File: src/rtl/alu_pkg.sv
// Shared ALU definitions: op codes, link offset and EX FSM states.
// Used by the ALU controller and alu_exec_unit.
package alu_pkg;

  typedef enum logic [3:0] {
    ALU_AND  = 4'b0000,
    ALU_XOR  = 4'b0001,
    ALU_ADD  = 4'b0010,
    ALU_SUB  = 4'b0011,
    ALU_SLL  = 4'b0100,
    ALU_SRL  = 4'b0101,
    ALU_OR   = 4'b0110,
    ALU_SRA  = 4'b0111,
    ALU_EQ   = 4'b1000,
    ALU_NE   = 4'b1001,
    ALU_LT   = 4'b1010,
    ALU_GE   = 4'b1011,
    ALU_LINK = 4'b1100,
    ALU_LTU  = 4'b1101,
    ALU_GEU  = 4'b1110,
    ALU_ILL  = 4'b1111
  } alu_op_e;

  localparam int ALU_LINK_OFFSET = 4;

  typedef enum logic [1:0] {
    ST_IDLE  = 2'd0,
    ST_SHIFT = 2'd1,
    ST_HOLD  = 2'd2
  } alu_state_e;

  function automatic logic is_shift(alu_op_e op);
    return (op == ALU_SLL) || (op == ALU_SRL) || (op == ALU_SRA);
  endfunction

endpackage

File: src/rtl/alu_shift_iter.sv
// Iterative one-bit-per-cycle shifter for alu_exec_unit.
// Instantiated only when ALU_FAST_SHIFT_EN is undefined.
module alu_shift_iter
  import alu_pkg::*;
#(
  parameter int DATA_W = 32,
  parameter int SHW    = $clog2(DATA_W)
) (
  input  logic              clk,
  input  logic              rst_n,
  input  logic              start,
  input  logic              left,
  input  logic              arith,
  input  logic [DATA_W-1:0] din,
  input  logic [SHW-1:0]    amt,
  output logic              last,
  output logic [DATA_W-1:0] work_nxt
);

  logic [DATA_W-1:0] work_q, work_d;
  logic [SHW-1:0]    cnt_q, cnt_d;
  logic              left_q, left_d;
  logic              arith_q, arith_d;

  always_comb begin
    if (left_q) begin
      work_nxt = {work_q[DATA_W-2:0], 1'b0};
    end else begin
      work_nxt = {arith_q & work_q[DATA_W-1], work_q[DATA_W-1:1]};
    end
  end

  assign last = (cnt_q == SHW'(1));

  always_comb begin
    work_d  = work_q;
    cnt_d   = cnt_q;
    left_d  = left_q;
    arith_d = arith_q;
    if (start) begin
      work_d  = din;
      cnt_d   = amt;
      left_d  = left;
      arith_d = arith;
    end else if (cnt_q != '0) begin
      work_d = work_nxt;
      cnt_d  = cnt_q - SHW'(1);
    end
  end

  always_ff @(posedge clk or negedge rst_n) begin
    if (!rst_n) begin
      work_q  <= '0;
      cnt_q   <= '0;
      left_q  <= 1'b0;
      arith_q <= 1'b0;
    end else begin
      work_q  <= work_d;
      cnt_q   <= cnt_d;
      left_q  <= left_d;
      arith_q <= arith_d;
    end
  end

endmodule

File: src/rtl/alu_exec_unit.sv
// Handshaked EX-stage ALU with registered result.
// ALU_FAST_SHIFT_EN selects a barrel shifter over the iterative one.
module alu_exec_unit
  import alu_pkg::*;
#(
  parameter int DATA_W = 32
) (
  input  logic              clk,
  input  logic              rst_n,
  input  logic              in_valid,
  output logic              in_ready,
  input  logic [3:0]        Operation,
  input  logic [DATA_W-1:0] src_a,
  input  logic [DATA_W-1:0] src_b,
  output logic              out_valid,
  input  logic              out_ready,
  output logic [DATA_W-1:0] result,
  output logic              zero,
  output logic              illegal
);

  localparam int SHW = $clog2(DATA_W);

  alu_state_e        state_q, state_d;
  logic [DATA_W-1:0] result_q, result_d;
  logic              zero_q, zero_d;
  logic              illegal_q, illegal_d;

  alu_op_e           op;
  logic [SHW-1:0]    amt;
  logic [DATA_W-1:0] op_res;
  logic              accept;

  assign op  = alu_op_e'(Operation);
  assign amt = src_b[SHW-1:0];

  assign in_ready  = (state_q == ST_IDLE) ||
                     ((state_q == ST_HOLD) && out_ready);
  assign accept    = in_valid && in_ready;
  assign out_valid = (state_q == ST_HOLD);
  assign result    = result_q;
  assign zero      = zero_q;
  assign illegal   = illegal_q;

  always_comb begin
    op_res = '0;
    unique case (op)
      ALU_AND:  op_res = src_a & src_b;
      ALU_XOR:  op_res = src_a ^ src_b;
      ALU_OR:   op_res = src_a | src_b;
      ALU_ADD:  op_res = src_a + src_b;
      ALU_SUB:  op_res = src_a - src_b;
`ifdef ALU_FAST_SHIFT_EN
      ALU_SLL:  op_res = src_a << amt;
      ALU_SRL:  op_res = src_a >> amt;
      ALU_SRA:  op_res = DATA_W'($signed(src_a) >>> amt);
`else
      // Only reached with amt == 0; longer shifts go iterative
      ALU_SLL,
      ALU_SRL,
      ALU_SRA:  op_res = src_a;
`endif
      ALU_EQ:   op_res[0] = (src_a == src_b);
      ALU_NE:   op_res[0] = (src_a != src_b);
      ALU_LT:   op_res[0] = ($signed(src_a) < $signed(src_b));
      ALU_GE:   op_res[0] = ($signed(src_a) >= $signed(src_b));
      ALU_LTU:  op_res[0] = (src_a < src_b);
      ALU_GEU:  op_res[0] = (src_a >= src_b);
      ALU_LINK: op_res = src_a + DATA_W'(ALU_LINK_OFFSET);
      ALU_ILL:  op_res = '0;
      default:  op_res = '0;
    endcase
  end

`ifndef ALU_FAST_SHIFT_EN
  logic              sh_start;
  logic              sh_last;
  logic [DATA_W-1:0] sh_nxt;

  assign sh_start = accept && is_shift(op) && (amt != '0);

  alu_shift_iter #(
    .DATA_W (DATA_W),
    .SHW    (SHW)
  ) u_shift (
    .clk      (clk),
    .rst_n    (rst_n),
    .start    (sh_start),
    .left     (op == ALU_SLL),
    .arith    (op == ALU_SRA),
    .din      (src_a),
    .amt      (amt),
    .last     (sh_last),
    .work_nxt (sh_nxt)
  );
`endif

  always_comb begin
    state_d   = state_q;
    result_d  = result_q;
    illegal_d = illegal_q;
    if (accept) begin
`ifndef ALU_FAST_SHIFT_EN
      if (sh_start) begin
        state_d   = ST_SHIFT;
        illegal_d = 1'b0;
      end else
`endif
      begin
        state_d   = ST_HOLD;
        result_d  = op_res;
        illegal_d = (op == ALU_ILL);
      end
    end else if ((state_q == ST_HOLD) && out_ready) begin
      state_d = ST_IDLE;
`ifndef ALU_FAST_SHIFT_EN
    end else if ((state_q == ST_SHIFT) && sh_last) begin
      state_d  = ST_HOLD;
      result_d = sh_nxt;
`endif
    end
    zero_d = (result_d == '0);
  end

  always_ff @(posedge clk or negedge rst_n) begin
    if (!rst_n) begin
      state_q   <= ST_IDLE;
      result_q  <= '0;
      zero_q    <= 1'b1;
      illegal_q <= 1'b0;
    end else begin
      state_q   <= state_d;
      result_q  <= result_d;
      zero_q    <= zero_d;
      illegal_q <= illegal_d;
    end
  end

endmodule

File: config.mk
export PLATFORM = sky130hd
export DESIGN_NAME = alu_exec_unit
export DESIGN_NICKNAME = d
export VERILOG_FILES = /design/src/rtl/alu_pkg.sv /design/src/rtl/alu_shift_iter.sv /design/src/rtl/alu_exec_unit.sv
export SDC_FILE = /design/constraint.sdc
export NUM_CORES = 1
export LEC_CHECK = 0
export ABC_AREA = 1
export CAP_MARGIN = 20
export CORE_MARGIN = 2
export CORE_UTILIZATION = 55
export DETAILED_ROUTE_END_ITERATION = 7
export PLACE_DENSITY = 0.8
export SLEW_MARGIN = 20
export SYNTH_ARGS = -nofsm -noshare
export SYNTH_HDL_FRONTEND = slang
export SYNTH_SLANG_ARGS = --single-unit
File: constraint.sdc
create_clock -name clk -period 1.9 [get_ports clk]
set_input_delay 0.38 -clock clk [delete_from_list [all_inputs] [get_ports clk]]
set_output_delay 0.38 -clock clk [all_outputs]
set_load 0.02 [all_outputs]
==> flow_summary.toml, run 1 <==
[clock_tree]
cts_buffers = 9
cts-root-buf = "clkbuf_16"
holdBufCountCts = 0
cts_sinks = 75
cts_buffer_depth = 2
h-tree-depth = 3

[placement]
numPortBuffers = 107
dp_slack_ns = -1.73
dp_hpwl_um = 45000
placed_cell_area_um2 = 16600
place_congestion = 1.21

[global_routing]
grt_max_degree = 42
grt_pass1_vias = 25400
grt-ovfl-total = 551
grt_use_total_pct = 90.8
grt_pass1_wl_um = 158000

[synthesis]
yosysSeqAreaShare_pct = 16.0
synth_top_area_share_pct = 22.3
synth_ff_type = "dfrtp_1"
yosysTopAreaCell = "nand2_1"
syn-num-nets = 2258
yosys-top-cells-area = "nand2_1 22%, dfrtp_1 16%, inv_1 12%, ha_1 11%, nand3_1 7.8%"
yosysUniqueCellTypes = 50
async_reset_ff_share_pct = 100
syn_avg_cell_area_um2 = 5.64
ys_seq_elements = 75
synth_edf_count = 0
yosys_warnings = 0
syn_area_um2 = 11800
syn_inst = 2083

[status]
haltStage = "global routing (5_1_grt)"
error_line = "[ERROR GRT-0116] Global routing finished with congestion. Check the congestion regions in the DRC Viewer."
status = "aborted with a tool error"

[floorplan]
dieWidth_um = 150
die_h_um = 150
initial_core_util_pct = 55.9
ios = 108
rows = 53
[routing by layer]
layer | track usage [%] | overflow
met1 | 87.5 | 16
met2 | 104 | 346
met3 | 79.1 | 8
met4 | 95.7 | 180
met5 | 56.8 | 1
[synth_stat cells (9+ instances only)]
cell,instances
nor2_1,168
nand3_1,182
a21oi_1,63
o22ai_1,54
mux2i_1,25
nand2_1,699
nor2_2,9
nand4_1,35
nor3_1,33
o221ai_1,36
o21ai_0,78
dfrtp_1,74
ha_1,101
inv_2,12
inv_1,379
clkbuf_1,18
buf_2,32
[repair_timing]
item,in CTS
hold endpoints to repair,0
pin swaps,228
cloned,5
setup endpoints to repair,75
gates resized for setup,867
buffers inserted,108
[kinds of logic after synthesis]
family                     count (synthesis)  synth area share, %
buffers and inverters                    456                 15.5
AOI/OAI and AO/OA                        255                 13.2
DFF                                       75                 16.0
adders and majority gates                103                 11.1
xor gates and xnor gates                   7                0.522
and+or+nand+nor                         1162                 41.6
muxes                                     25                 2.13
[metrics by stage]
| step | setup TNS (ns) | instances | hold slack, ns |
|---|---|---|---|
| floorplan | -0.442 | 2083 | 0.0844 |
| global placement | -66.84 | 2854 | 0.381 |
| detailed placement | -70.60 | 2854 | 0.384 |
| CTS | -7.83 | 2978 | 0.0239 |
==> run 2, diff against run 1 <==
--- a/config.mk
+++ b/config.mk
@@ -8,9 +8,9 @@
 export ABC_AREA = 1
 export CAP_MARGIN = 20
 export CORE_MARGIN = 2
-export CORE_UTILIZATION = 55
+export CORE_UTILIZATION = 40
 export DETAILED_ROUTE_END_ITERATION = 7
-export PLACE_DENSITY = 0.8
+export PLACE_DENSITY_LB_ADDON = 0.15
 export SLEW_MARGIN = 20
 export SYNTH_ARGS = -nofsm -noshare
 export SYNTH_HDL_FRONTEND = slang
==> constraint.sdc (replaced) <==
create_clock -name clk -period 2.47 [get_ports clk]
set_input_delay 0.494 -clock clk [delete_from_list [all_inputs] [get_ports clk]]
set_output_delay 0.494 -clock clk [all_outputs]
set_load 0.02 [all_outputs]
==> flow_summary.toml, run 2 <==
[routing]
finalWirelength_um = 64700
routed-wl-met3_um = 6740
met1Wirelength_um = 27500
avgRoutedWirePerCell_um = 20.6
vias_per_cell = 5.51
dr.pass1.iters = 6
met2_wirelength_um = 28100
drc = 0
top_layer_used = "met4"
via_count = 17300
drt_first_iter_violations = 1832
ant_nets = 0

[worst_setup_path]
cp_slowest_stage_delay_ns = 0.42
crit_top_cell = "nand2_1"
cp.arrival_ns = 2.90
worstPathCellList = "buf_6 -> ha_4 -> fa_2 -> nand3_2 -> nand3_4 -> buf_6 -> nand4_1 -> buf_4 -> nand4_1 -> nand3_2 -> nand3b_1 -> nand2_1 -> nand2_2 -> nor2_2 -> nand2_1 -> nor2_1 -> nand2_1 -> nor2_1"
cp-end-kind = "flop"
crit_type = "in -> reg"
required_ns = 2.73
cpMaxStageDelayCell = "fa_2"
crit_fanout = 4
startpoint_type = "input port"

[synthesis]
synth_top_area_share_pct = 22.3
yosys_warnings = 0
syn_avg_cell_area_um2 = 5.64
async_reset_ff_share_pct = 100
yosysTopAreaCell = "nand2_1"
synth_ff_type = "dfrtp_1"
yosysMostFrequentCell = "nand2_1"
syn-num-nets = 2258
syn_area_um2 = 11800
syn_inst = 2083
synth_commonest_cells = "699 x nand2_1, 379 x inv_1, 182 x nand3_1"
yosysUniqueCellTypes = 50
ys_seq_elements = 75
yosys-top-cells-area = "nand2_1 22%, dfrtp_1 16%, inv_1 12%, ha_1 11%, nand3_1 7.8%"
yosysSeqAreaShare_pct = 16.0
synth_edf_count = 0

[sta]
max_freq_mhz = 379
rsz0062_at_grt = "true"
slew_headroom_pct = 70.3
worst_slack_ns = -0.171
setup_tns_ns = -0.300
final-max-slew-violation-count = 0
skew_ns = 0.00970
fin_crit_sh_pct = 107
setup_viol = 3
finalCriticalPeriod_ns = 2.64
worst_pin_slew_ns = 0.440
final-hold-violation-count = 0

[placement]
placed_cells = 2997
numPortBuffers = 107
place_congestion = 1.05
dp_slack_ns = -1.36
dp_hpwl_um = 50400

[run]
cap_violations = 0

[clock_tree]
cts_tree = "done"
h-tree-depth = 3
cts_sinks = 75
cts-root-buf = "clkbuf_16"
insertion_delay_ns = 0.34
cts_buffer_depth = 2
path_clk_slew_ns = 0.06
cts_buffers = 9

[global_routing]
grt_pass1_wl_um = 93100
grt-ovfl-total = 0
grt_pass1_vias = 16500
grt_use_total_pct = 39.7
grt_max_degree = 45
antenna_found_initial = 0

[finish]
drive_above_1_share_pct = 46.4
layout_commonest_cell = "buf_4"
syn_to_final_growth_pct = 78.6
nets = 2930
diodes = 0
fillCellCount = 2317
mostFrequentLayoutCells = "538 x buf_4, 518 x nand2_1, 260 x inv_1"
final_cells = 3143

[worst_hold_path]
hp-class = "in -> async"

[floorplan]
dieWidth_um = 175
die_area_um2 = 30800
die_h_um = 175
core_um2 = 28800
ios = 108
rows = 62
initial_core_util_pct = 40.8

[status]
violations = "setup timing"
status = "finished, violations left"

[power_and_ir_drop]
p_comb_share_pct = 68.0
p_per_area_nw_per_um2 = 520
p_clk_share_pct = 11.9
ir_drop_v = 0.000898
internal-power_mw = 5.98
p_sw_mw = 4.95
power_frac_seq_pct = 20.1
p_leak_nw = 10.9
power_mw = 10.9
switching_share_pct = 45.3
==> run 2: per-stage QoR <==
| step | area, um2 | hold slack (ns) | util (%) |
|---|---|---|---|
| after floorplan | 11800 | 0.198 | - |
| after global placement | 16800 | 0.469 | 58.4 |
| after detailed placement | 16800 | 0.465 | 58.4 |
| after CTS | 19500 | 0.110 | 67.8 |
| after global routing | 21000 | 0.128 | 72.9 |
| final | 21000 | 0.0971 | 72.9 |
==> run 2: cell families (layout without fill, tap and decap cells) <==
kind of cell	count (synthesis)	after routing	share of synthesized area [%]
flops	75	75	16.0
mux	25	25	2.13
xor+xnor	7	7	0.522
compound gates	255	255	13.2
simple gates	1162	1162	41.6
buf+inv	456	1132	15.5
fa+ha+maj	103	103	11.1
==> run 2: metal layers <==
metal	vias up	GRT usage (%)
li1	7994	-
met1	8151	55.5
met2	999	61.7
met3	165	6.93
met4	0	13.7
met5	-	0
==> run 2: what timing repair did <==
| item | CTS | global route |
|---|---|---|
| buffers inserted | 88 | 46 |
| pin swaps | 166 | 204 |
| hold buffers | 0 | 0 |
| gates cloned | 1 | 0 |
| gates resized for setup | 806 | 326 |
| setup endpoints to repair | 65 | 5 |
==> run 2: critical path, delay by kind of cell <==
kind          cells  cell delay, ns
fa+ha+maj         2            0.60
simple gates     13            1.39
buf+inv           3            0.40
==> run 2: worst paths after layout <==
| path | slack [ns] | cells past startpoint | start | to |
|---|---|---|---|---|
| min in group clk | 0.51 | 2 | u_shift.work_q[1] | u_shift.work_q[1] |
| max in group asynchronous | 1.71 | 2 | rst_n | zero |
| hold / removal | 0.1 | 1 | rst_n | result[1] |
| setup reg to reg | 0.14 | 15 | u_shift.cnt_q[1] | zero |
| setup / recovery | -0.17 | 18 | src_b[0] | zero |
| hold reg to reg | 0.51 | 2 | u_shift.work_q[1] | u_shift.work_q[1] |
==> run 2: area by class of cell <==
type                       instances  area (um2)  share of cell area, %
tap                              384         480                   2.29
sequential                        75        1880                   8.95
timing repair buffer             725        6190                   29.5
multi-input combinational       1552       10600                   50.5
clock inverter                     4        51.3                  0.244
inverter                         392        1560                   7.41
clock buffer                      11         243                   1.16
==> run 2: power groups by stage <==
stage               Clock, mW  Combinational, mW  Sequential [mW]
floorplan                   0               2.91             2.31
finish                   1.30               7.43             2.19
detailed placement          0               5.89             2.18
global route             1.37               7.95             2.24
CTS                      1.32               6.71             2.17
global placement            0               5.82             2.16
No activity file was read; power rests on OpenSTA's default activity.
==> run 3, diff against run 2 <==
--- a/config.mk
+++ b/config.mk
@@ -6,7 +6,6 @@
 export NUM_CORES = 1
 export LEC_CHECK = 0
 export ABC_AREA = 1
-export CAP_MARGIN = 20
 export CORE_MARGIN = 2
 export CORE_UTILIZATION = 40
 export DETAILED_ROUTE_END_ITERATION = 7
==> results of run 3 <==
The final DEF is identical to that of run 2; final timing and power are the same.
==> run 4, diff against run 3 <==
--- a/config.mk
+++ b/config.mk
@@ -6,7 +6,7 @@
 export NUM_CORES = 1
 export LEC_CHECK = 0
 export ABC_AREA = 1
-export CORE_MARGIN = 2
+export CORE_MARGIN = 3
 export CORE_UTILIZATION = 40
 export DETAILED_ROUTE_END_ITERATION = 7
 export PLACE_DENSITY_LB_ADDON = 0.15
==> flow_summary.toml, run 4 (synthesis results as in run 2) <==
[finish]
syn_to_final_growth_pct = 78.3
fillCellCount = 2390
utilization_pct = 72.6
diodes = 0
drive_above_1_share_pct = 48.4
mostFrequentLayoutCells = "550 x buf_4, 491 x nand2_1, 256 x inv_1"
nets = 2936
layout_commonest_cell = "buf_4"

[clock_tree]
cts_sinks = 75
path_clk_slew_ns = 0.06
cts_buffer_depth = 2
cts-root-buf = "clkbuf_16"
insertion_delay_ns = 0.34
h-tree-depth = 3
cts_buffers = 9
cts_tree = "done"

[sta]
fin_crit_sh_pct = 106
final-hold-violation-count = 0
skew_ns = 0.00524
setup_viol = 4
worst_pin_slew_ns = 0.461
final-max-slew-violation-count = 0
rsz0062_at_grt = "true"
max_freq_mhz = 381
slew_headroom_pct = 69.1
worst_slack_ns = -0.156
holdWs_ns = 0.102
finalCriticalPeriod_ns = 2.63

[global_routing]
grt_pass1_vias = 16300
grt_pass1_wl_um = 92100
grt-ovfl-total = 0
grt_use_total_pct = 38.2
antenna_found_initial = 0
grt_max_degree = 44

[power_and_ir_drop]
p_comb_share_pct = 68.2
switching_share_pct = 45.3
internal-power_mw = 6.00
p_leak_nw = 10.9
p_sw_mw = 4.96
ir_drop_v = 0.000862
power_frac_seq_pct = 20.0
p_clk_share_pct = 11.8
p_per_area_nw_per_um2 = 523

[floorplan]
ios = 108
dieWidth_um = 177
core_um2 = 28900
die_area_um2 = 31500
initial_core_util_pct = 40.7
rows = 62
die_h_um = 177

[routing]
met2_wirelength_um = 27700
avgRoutedWirePerCell_um = 20.4
drt_first_iter_violations = 1705
drc = 0
dr.pass1.iters = 6
top_layer_used = "met4"
met1Wirelength_um = 26500
vias_per_cell = 5.54
via_count = 17500
finalWirelength_um = 64300
ant_nets = 0
routed-wl-met3_um = 7110

[placement]
numPortBuffers = 107
place_congestion = 1.09
dp_hpwl_um = 50100
dp_slack_ns = -1.44

[worst_hold_path]
hp-class = "in -> async"

[worst_setup_path]
cp-end-kind = "flop"
required_ns = 2.74
crit_type = "in -> reg"
cp.arrival_ns = 2.90
startpoint_type = "input port"
crit_fanout = 4

[status]
status = "finished, violations left"
violations = "setup timing"

[run]
cap_violations = 0
## run 4: cell count changes in the layout (fill, tap and decap cells not counted), moves of 12 or more
cell | previous run | this run
inv_2 | 103 | 116
nand2_1 | 518 | 491
nor2_2 | 28 | 48
clkbuf_2 | 3 | 15
buf_4 | 538 | 550
nor2_1 | 104 | 83
nand2_2 | 135 | 161
## run 4: routing by layer
layer / global-route usage (%) / vias to the layer above
li1: - / 8001
met3: 8.24 / 200
met5: 0 / -
met1: 52.9 / 8242
met4: 13.2 / 0
met2: 58.8 / 1018
## run 4: area by class of cell
cell class,count,area (um2),share of cell area [%]
multi-input cells,1552,10700,51.2
repair buffers,731,6040,28.8
flip-flops and latches,75,1880,8.96
inverters,392,1530,7.31
well taps,384,480,2.29
clock buffers,14,254,1.21
clock inverters,2,35.0,0.167
## run 4: worst max-delay path, cell delays in order
cell	delay, ns
buf_2	0.11
inv_2	0.05
ha_4	0.28
buf_4	0.12
nand2_4	0.07
nor2_4	0.21
inv_1	0.11
nor2_4	0.13
nand4_1	0.19
nand3_1	0.14
nand2_1	0.06
nand3_1	0.09
nand3b_1	0.21
nand2_1	0.15
nand2_2	0.07
nor2_2	0.08
nand2_1	0.06
nor2_1	0.08
nand2_1	0.08
nor2_2	0.11
## run 4: repair_timing
| action | 4_1_cts | 5_1_grt |
|---|---|---|
| hold buffers | 0 | 0 |
| resized for setup | 680 | 448 |
| setup buffers | 59 | 41 |
| pin swaps | 169 | 236 |
| endpoints found under the setup margin | 68 | 48 |
| gates cloned | 1 | 0 |
## run 4: power by group through the flow
stage          Clock [mW]  Sequential (mW)  Combinational [mW]
2_1_floorplan           0             2.31                2.91
3_3_place_gp            0             2.16                5.88
3_5_place_dp            0             2.18                5.95
4_1_cts              1.31             2.17                6.69
5_1_grt              1.37             2.24                7.99
6_report             1.30             2.19                7.47
## run 4: final timing paths
path	startpoint	slack [ns]	cells past startpoint	endpoint
worst max register to register	state_q[1]	0.23	16	zero
min in group clk	u_shift.work_q[9]	0.51	2	u_shift.work_q[9]
worst min-delay path	rst_n	0.10	1	u_shift.cnt_q[0]
worst max-delay path	src_b[14]	-0.16	20	zero
worst min register to register	u_shift.work_q[9]	0.51	2	u_shift.work_q[9]
max in group asynchronous	rst_n	1.72	2	zero
## run 4: metrics by stage
stage / instances / cell area (um2) / TNS [ns] / power, mW
2_1_floorplan: 2083 / 11800 / 0 / 5.22
3_3_place_gp: 3035 / 17100 / -44.08 / 8.04
3_5_place_dp: 3035 / 17100 / -45.26 / 8.13
4_1_cts: 3110 / 19400 / -0.141 / 10.2
5_1_grt: 3150 / 21000 / -0.698 / 11.6
6_report: 3150 / 21000 / -0.247 / 11.0
